===== config.mk =====
export PLATFORM = sky130hd
export DESIGN_NAME = buzzer_beeper_flat
export DESIGN_NICKNAME = d
export VERILOG_FILES = /design/src/rtl/buzzer_pkg.sv /design/src/rtl/buzzer_beeper_if.sv /design/src/rtl/buzzer_tick_gen.sv /design/src/rtl/buzzer_beeper.sv /design/src/flat_wrapper.sv
export SDC_FILE = /design/constraint.sdc
export NUM_CORES = 1
export LEC_CHECK = 0
export ABC_AREA = 1
export CAP_MARGIN = 5
export CORE_UTILIZATION = 61
export CTS_CLUSTER_DIAMETER = 200
export DETAILED_ROUTE_END_ITERATION = 8
export PLACE_DENSITY = 0.81
export SYNTH_ARGS = -nofsm -noshare
export SYNTH_HDL_FRONTEND = slang
export SYNTH_SLANG_ARGS = --single-unit

===== constraint.sdc =====
create_clock -name clk -period 3.6 [get_ports clk]
set_input_delay 0.9 -clock clk [delete_from_list [all_inputs] [get_ports clk]]
set_output_delay 0.9 -clock clk [all_outputs]
set_load 0.1 [all_outputs]

===== src/rtl/buzzer_pkg.sv =====
// Shared types and constants for the buzzer beeper.
// Register map, state encoding and duration helper.
package buzzer_pkg;

    localparam int DATA_W = 16;

    localparam logic [1:0] REG_HALF  = 2'd0;
    localparam logic [1:0] REG_ON    = 2'd1;
    localparam logic [1:0] REG_OFF   = 2'd2;
    localparam logic [1:0] REG_COUNT = 2'd3;

    typedef enum logic [1:0] {
        IDLE,
        ON,
        OFF
    } state_t;

    // A zero duration still lasts one tick.
    function automatic logic [DATA_W-1:0] eff_dur(
        input logic [DATA_W-1:0] v
    );
        return (v == '0) ? DATA_W'(1) : v;
    endfunction

endpackage


===== src/rtl/buzzer_beeper_if.sv =====
// Avalon-MM slave bus bundle for the buzzer beeper.
// Reads are zero-wait-state and combinational.
interface buzzer_beeper_if;
    import buzzer_pkg::*;

    logic [1:0]        address;
    logic              chipselect;
    logic              write_n;
    logic [DATA_W-1:0] writedata;
    logic [DATA_W-1:0] readdata;

    modport master (
        output address, chipselect, write_n, writedata,
        input  readdata
    );

    modport slave (
        input  address, chipselect, write_n, writedata,
        output readdata
    );

endinterface


===== src/rtl/buzzer_tick_gen.sv =====
// Duration prescaler: one-cycle tick every TICKDIV clocks.
// restart zeroes the count so a new phase starts on a clean boundary.
module buzzer_tick_gen #(
    parameter int TICKDIV = 10
) (
    input  logic clk,
    input  logic reset_n,
    input  logic restart,
    output logic tick
);

    localparam int CW = (TICKDIV > 1) ? $clog2(TICKDIV) : 1;
    localparam logic [CW-1:0] LAST = CW'(TICKDIV - 1);

    logic [CW-1:0] cnt;

    assign tick = (cnt == LAST);

    always_ff @(posedge clk or negedge reset_n) begin
        if (!reset_n) begin
            cnt <= '0;
        end else if (restart || tick) begin
            cnt <= '0;
        end else begin
            cnt <= cnt + 1'b1;
        end
    end

endmodule


===== src/rtl/buzzer_beeper.sv =====
// Beep-pattern generator: tone counter, ON/OFF phase FSM and
// register file behind an Avalon-MM slave port.
module buzzer_beeper
    import buzzer_pkg::*;
#(
    parameter int CLK_HZ  = 50_000_000,
    parameter int TICK_HZ = 1000,
    parameter int TICKDIV = CLK_HZ / TICK_HZ
) (
    input  logic            clk,
    input  logic            reset_n,
    input  logic            enable,
    buzzer_beeper_if.slave  bus,
    output logic            buzz_out,
    output logic            busy
);

    logic [DATA_W-1:0] half_q;
    logic [DATA_W-1:0] on_q;
    logic [DATA_W-1:0] off_q;
    logic [14:0]       rem_q;
    logic [14:0]       rem_d;
    state_t            state_q;
    state_t            state_d;
    logic              enter_on;
    logic              enter_off;
    logic              tick;
    logic              phase_end;
    logic [DATA_W-1:0] dur_q;
    logic [DATA_W-1:0] phase_q;
    logic [DATA_W-1:0] tone_q;
    logic              wr;
    logic              count_wr;

    assign wr       = bus.chipselect & ~bus.write_n;
    assign count_wr = wr && (bus.address == REG_COUNT);

    buzzer_tick_gen #(
        .TICKDIV (TICKDIV)
    ) u_tick (
        .clk     (clk),
        .reset_n (reset_n),
        .restart (enter_on | enter_off),
        .tick    (tick)
    );

    assign phase_end = tick && (phase_q == dur_q - 1'b1);

    always_ff @(posedge clk or negedge reset_n) begin
        if (!reset_n) begin
            half_q <= '0;
            on_q   <= '0;
            off_q  <= '0;
        end else if (wr) begin
            unique case (bus.address)
                REG_HALF:  half_q <= bus.writedata;
                REG_ON:    on_q   <= bus.writedata;
                REG_OFF:   off_q  <= bus.writedata;
                REG_COUNT: ;
            endcase
        end
    end

    always_ff @(posedge clk or negedge reset_n) begin
        if (!reset_n) begin
            state_q <= IDLE;
            rem_q   <= '0;
            busy    <= 1'b0;
        end else begin
            state_q <= state_d;
            rem_q   <= rem_d;
            busy    <= (state_d != IDLE);
        end
    end

    // enable low wins over everything, then COUNT writes, then timing.
    always_comb begin
        state_d   = state_q;
        rem_d     = rem_q;
        enter_on  = 1'b0;
        enter_off = 1'b0;
        if (!enable) begin
            state_d = IDLE;
            rem_d   = '0;
        end else if (count_wr) begin
            rem_d = bus.writedata[14:0];
            if (bus.writedata[14:0] != '0) begin
                state_d  = ON;
                enter_on = 1'b1;
            end else begin
                state_d = IDLE;
            end
        end else begin
            unique case (state_q)
                IDLE: ;
                ON: begin
                    if (phase_end) begin
                        if (rem_q > 15'd1) begin
                            state_d   = OFF;
                            enter_off = 1'b1;
                            rem_d     = rem_q - 1'b1;
                        end else begin
                            state_d = IDLE;
                            rem_d   = '0;
                        end
                    end
                end
                OFF: begin
                    if (phase_end) begin
                        state_d  = ON;
                        enter_on = 1'b1;
                    end
                end
                default: state_d = IDLE;
            endcase
        end
    end

    always_ff @(posedge clk or negedge reset_n) begin
        if (!reset_n) begin
            dur_q   <= '0;
            phase_q <= '0;
        end else if (enter_on) begin
            dur_q   <= eff_dur(on_q);
            phase_q <= '0;
        end else if (enter_off) begin
            dur_q   <= eff_dur(off_q);
            phase_q <= '0;
        end else if (tick && state_q != IDLE) begin
            phase_q <= phase_q + 1'b1;
        end
    end

    // Comparing against the live HALF_PERIOD lets a rewrite land at the next toggle.
    always_ff @(posedge clk or negedge reset_n) begin
        if (!reset_n) begin
            tone_q   <= '0;
            buzz_out <= 1'b0;
        end else if (state_d != ON) begin
            tone_q   <= '0;
            buzz_out <= 1'b0;
        end else if (enter_on) begin
            tone_q   <= '0;
            buzz_out <= (half_q != '0);
        end else if (half_q == '0) begin
            tone_q   <= '0;
            buzz_out <= 1'b0;
        end else if ({1'b0, tone_q} + 17'd1 >= {1'b0, half_q}) begin
            tone_q   <= '0;
            buzz_out <= ~buzz_out;
        end else begin
            tone_q <= tone_q + 1'b1;
        end
    end

    always_comb begin
        bus.readdata = '0;
        unique case (bus.address)
            REG_HALF:  bus.readdata = half_q;
            REG_ON:    bus.readdata = on_q;
            REG_OFF:   bus.readdata = off_q;
            REG_COUNT: bus.readdata = {busy, rem_q};
        endcase
    end

endmodule


===== src/flat_wrapper.sv =====
// flat-port wrapper written by rule: the top's interface ports become plain ports
module buzzer_beeper_flat import buzzer_pkg::*;
#(
    parameter int CLK_HZ  = 50_000_000,
    parameter int TICK_HZ = 1000,
    parameter int TICKDIV = CLK_HZ / TICK_HZ
)
  (clk, reset_n, enable, buzz_out, busy, bus_address, bus_chipselect, bus_write_n, bus_writedata, bus_readdata);
  buzzer_beeper_if bus_i ();
  input  logic clk;
  input  logic reset_n;
  input  logic enable;
  output logic buzz_out;
  output logic busy;
  input wire logic [$bits(bus_i.address)-1:0] bus_address;
  input wire logic [$bits(bus_i.chipselect)-1:0] bus_chipselect;
  input wire logic [$bits(bus_i.write_n)-1:0] bus_write_n;
  input wire logic [$bits(bus_i.writedata)-1:0] bus_writedata;
  output wire logic [$bits(bus_i.readdata)-1:0] bus_readdata;
  assign bus_i.address = bus_address;
  assign bus_i.chipselect = bus_chipselect;
  assign bus_i.write_n = bus_write_n;
  assign bus_i.writedata = bus_writedata;
  assign bus_readdata = bus_i.readdata;
  buzzer_beeper #(.CLK_HZ(CLK_HZ), .TICK_HZ(TICK_HZ), .TICKDIV(TICKDIV)) u_core (.clk(clk), .reset_n(reset_n), .enable(enable), .bus(bus_i), .buzz_out(buzz_out), .busy(busy));
endmodule

### Word-level counts from Yosys, hierarchy flattened

Index checks and enable logic that the tools add are counted.

| word-level totals | value |
|---|---|
| register bits | 131 |
| input bits | 23 |
| output and inout port bits | 18 |
| logic and storage cells | 92 |

| cells by class | value |
|---|---|
| add/sub/neg operators | 6 |
| magnitude comparators | 2 |
| equality and inequality tests | 10 |
| multiplexer cells | 39 |
| bitwise gates (word level) | 4 |
| reductions and logical operators | 20 |

Operators with widths:

| kind | count |
|---|---|
| $mux 16 | 12 |
| $mux 15 | 5 |
| $pmux 16 s4 | 1 |
| $add 16x1->16 const B | 3 |
| $logic_not 16->1 | 3 |
| $add 16x1->17 const B | 1 |
| $ge 17x16->1 | 1 |
| $eq 16x16->1 | 1 |
| $eq 16x16->1 const B | 1 |
| $reduce_bool 16->1 | 1 |
| $sub 16x1->16 const B | 1 |
| $gt 15x1->1 const B | 1 |
| $mux 1 | 15 |
| $reduce_bool 15->1 | 1 |
| $sub 15x1->15 const B | 1 |
| $mux 2 | 5 |
| $reduce_and 2->1 | 4 |
| $eq 2x2->1 const B | 3 |
| $ne 3x1->1 const B | 2 |
| $pmux 2 s3 | 1 |
| $reduce_bool 2->1 | 3 |
| $eq 2x1->1 const B | 2 |
| $logic_not 2->1 | 2 |
| $reduce_bool 4->1 | 1 |
| 7 further kinds | 10 |

### Logic depth before layout (Yosys ltp)

| depth | value |
|---|---|
| depth in word-level cells | 10 |
| mapped depth | 20 |
| gate-level depth less buffers | 20 |

### Modules after synthesis

Synthesis repeated with hierarchy kept, for this count alone.

| unflattened totals | value |
|---|---|
| cell total of the unflattened synthesis | 1098 |
| area, all modules | 8169.1 um^2 |

Modules (own cells, without submodules):

| module | instances | cells each | area each (um^2) | sequential area each (um^2) |
|---|---|---|---|---|
| buzzer_beeper | 1 | 976 | 7211.9 | 2877.8 |
| buzzer_tick_gen | 1 | 122 | 957.2 | 400.4 |

### Least setup slack after synthesis

No wires, ideal clock.

| path | value |
|---|---|
| path kind | input-to-output |
| from | input port bus_address[1] |
| to | output port bus_readdata[15] |
| data arrival time | 2.868 ns |
| data required time | 2.700 ns |
| setup slack | -0.168 ns |
| cell stages on the path | 4 |
| path buffers | 0 |
| cells stage by stage | inv_1 nor2_1 a221oi_1 a22oi_1 |

| between the ends | value |
|---|---|
| word-level cells in the longest chain between the ends | 2 |
| elaborated cells between the ends (all ways) | 5 |
| classes of those cells | eq/ne: 3; mux: 1; reduce/logical: 1 |

Ends and longest elaborated chain:

| what | line | text |
|---|---|---|
| start, declared | flat_wrapper.sv:15 | `input wire logic [$bits(bus_i.address)-1:0] bus_address;` |
| $eq 2x2->1, or another cell as far along | buzzer_beeper.sv:158 | `unique case (bus.address)` |
| $pmux 16 s4 * | buzzer_beeper.sv:158 |  |
| end, declared | flat_wrapper.sv:19 | `output wire logic [$bits(bus_i.readdata)-1:0] bus_readdata;` |

Every way passes the cells marked *; elsewhere a longest branch is shown, timed or not.

### Final worst setup path

| path | value |
|---|---|
| from | input port bus_address[1] |
| to | output port bus_readdata[5] |

Same word-level chain as after synthesis.

==> flow_summary.ini <==
[die]
start_util_pct = 63.4
boundaryPins = 41
fp.coreArea_um2 = 12200
die_area_um2 = 13100
die_w_um = 114
fp.dieH_um = 114
num_rows = 40

[finish]
drive_gt1_share_pct = 9.22
final-seq-area_um2 = 3280
final_nets = 1117
multiInputGateArea_um2 = 3780
syn2layout_area_growth_pct = 17.5
antennaDiodeCount = 0
fill_cells = 933

[critical_path]
end_kind = output pin
cp-start-kind = input pin
path_class = in2out
cp_max_fo = 15
required_ns = 2.70
critPathArrivalTime_ns = 2.42

[global_routing]
met2_usage_pct = 51.5
overflow = 0
grt_max_degree = 47
busiest_layer = met2
grt_first_pass_wirelength_um = 32900
grt_use_met3_pct = 6.83
antenna_found_initial = 0
grt_pass1_vias = 6844
grt_usage_pct = 32.7
use_met1_pct = 43.4

[yosys]
ys_top_cells_by_area = dfrtp_1 (43%), nand2_1 (14%), inv_1 (6.7%)
synth_commonest_cells = nand2_1 (294), inv_1 (138), dfrtp_1 (131)
ys_warn_count = 0
yosysSeqAreaShare_pct = 42.5
synth.most_common_cell = nand2_1
synth_edf_count = 0
netlist-cell-type-count = 45
netlist_instances = 1023
async_flop_share_pct = 100
synth_ff_type = dfrtp_1
synthesis.area_per_instance_um2 = 7.53
synth_top_area_share_pct = 42.5
yosys.area.top_type = dfrtp_1
syn-num-nets = 1068
ys_seq_elements = 131
netlist_area_um2 = 7700

[job]
maxCapViolations = 0

[clocking]
post_cts_buffers = 0
root_buffer = clkbuf_16
cts_resized = 0
clkLatencyLatePin_ns = 0.41
clockBufferDepth = 2
cts_sinks = 131
holdBufCountCts = 0
cts.reportedPaths.clkPinSlew_ns = 0.05
htreeDepth = 4
cts_inserted_buffers = 17
cts_tree = built

[place]
numPortBuffers = 40
post-dp-hpwl_um = 14800
place_ws_ns = 0.304
routabilityCongestion = 1.03

[sta]
fin_skew_ns = 0.0108
rsz0062_at_grt = false
relSlewSlack_pct = 39.4
fin_crit_ns = 3.32
post-route-period-util_pct = 92.2
finalHoldViolations = 0
fmax_mhz = 301
fin_ws_ns = 0.280
setup_viol_count_final = 0
worstMarginPinSlew_ns = 0.906
slew_violations = 0

[pwr]
p_per_area_nw_per_um2 = 561
p_leak_nw = 4.52
p_total_mw = 5.08
ir_worst_vdd_mv = 0.356

[route]
drc = 0
antenna_left = 0
via_per_inst = 5.61
vias = 7025
drtPass1Iterations = 6
wl_per_cell_um = 15.8
drt_iter0_markers = 675
wirelength_um = 19800

[outcome]
outcome = finished clean

[hold_path]
hold_path_class = in2async
power breakdown:
group          switching (mW)  internal, mW  total (mW)
combinational           0.931         0.520        1.45
sequential              0.278          1.69        1.97
clock                   0.644          1.01        1.66
total                    1.85          3.23        5.08
cells in the final DEF, fill, tap and decap left out, types with 19 or more instances in the layout:
master | Yosys | final
dfrtp_1 | 131 | 131
nor2_1 | 86 | 86
ha_1 | 22 | 22
nand2_1 | 294 | 294
inv_1 | 138 | 138
xor2_1 | 38 | 38
a21oi_1 | 19 | 19
clkdlybuf4s50_1 | 0 | 21
nand4_1 | 37 | 37
nand3_1 | 43 | 43
o21ai_0 | 70 | 70
registers in the layout, summed over array words and instances (netlist names):
signal,cells
u_core.busy,1
u_core.buzz_out,1
u_core.dur_q,16
u_core.half_q,16
u_core.off_q,16
u_core.on_q,16
u_core.phase_q,16
u_core.rem_q,15
u_core.state_q,2
u_core.tone_q,16
u_core.u_tick.cnt,16
path summary, 6_finish.rpt:
check / startpoint / to / slack [ns] / depth (start not counted)
setup / recovery: bus_address[1] / bus_readdata[5] / 0.28 / 7
hold / removal: reset_n / u_core.phase_q[14] / 0.48 / 1
setup reg to reg: u_core.tone_q[0] / u_core.buzz_out / 0.40 / 21
hold reg to reg: u_core.half_q[15] / u_core.half_q[15] / 0.50 / 2
max in group asynchronous: reset_n / u_core.half_q[1] / 2.38 / 2
min in group clk: u_core.half_q[15] / u_core.half_q[15] / 0.50 / 2
kinds of logic after synthesis:
kind of cell    count (synthesis)  share of synthesized area (%)
xor+xnor                       47                           5.34
flops                         131                           42.5
fa+ha+maj                      22                           3.57
compound gates                131                           10.0
buf+inv                       168                           8.64
simple gates                  524                           29.9
per-stage QoR:
| stage | setup TNS, ns | cells | area, µm² | util, % | hold WS (ns) |
|---|---|---|---|---|---|
| after global placement | 0 | 1221 | 8480 | 69.7 | 0.470 |
| after CTS | 0 | 1253 | 9040 | 74.4 | 0.482 |
| after detailed placement | 0 | 1221 | 8480 | 69.7 | 0.481 |
| after global routing | 0 | 1253 | 9050 | 74.4 | 0.505 |
| final | 0 | 1253 | 9050 | 74.4 | 0.479 |
| after floorplan | -0.608 | 1023 | 7710 | - | 0.453 |
per-layer routing:
metal	vias to the layer above	share of wire, %
li1	3421	-
met1	3270	43
met2	294	47
met3	40	7.1
met4	0	2.8
met5	-	0
critical path: stages:
cell and delay, ns:
clkdlybuf4s50_1 0.51, inv_1 0.08, nor2_1 0.17, buf_4 0.25, nand2_1 0.09, a22oi_2 0.21
buf_12 0.20
layout make-up:
type / count / share of cell area (%)
clock buffer: 18 / 4.74
clock inverter: 14 / 1.53
inverter: 143 / 5.96
multi-input combinational: 724 / 41.7
sequential: 131 / 36.2
tap: 168 / 2.32
timing repair buffer: 55 / 7.49
Note: power is estimated with default switching activity, not from simulation.
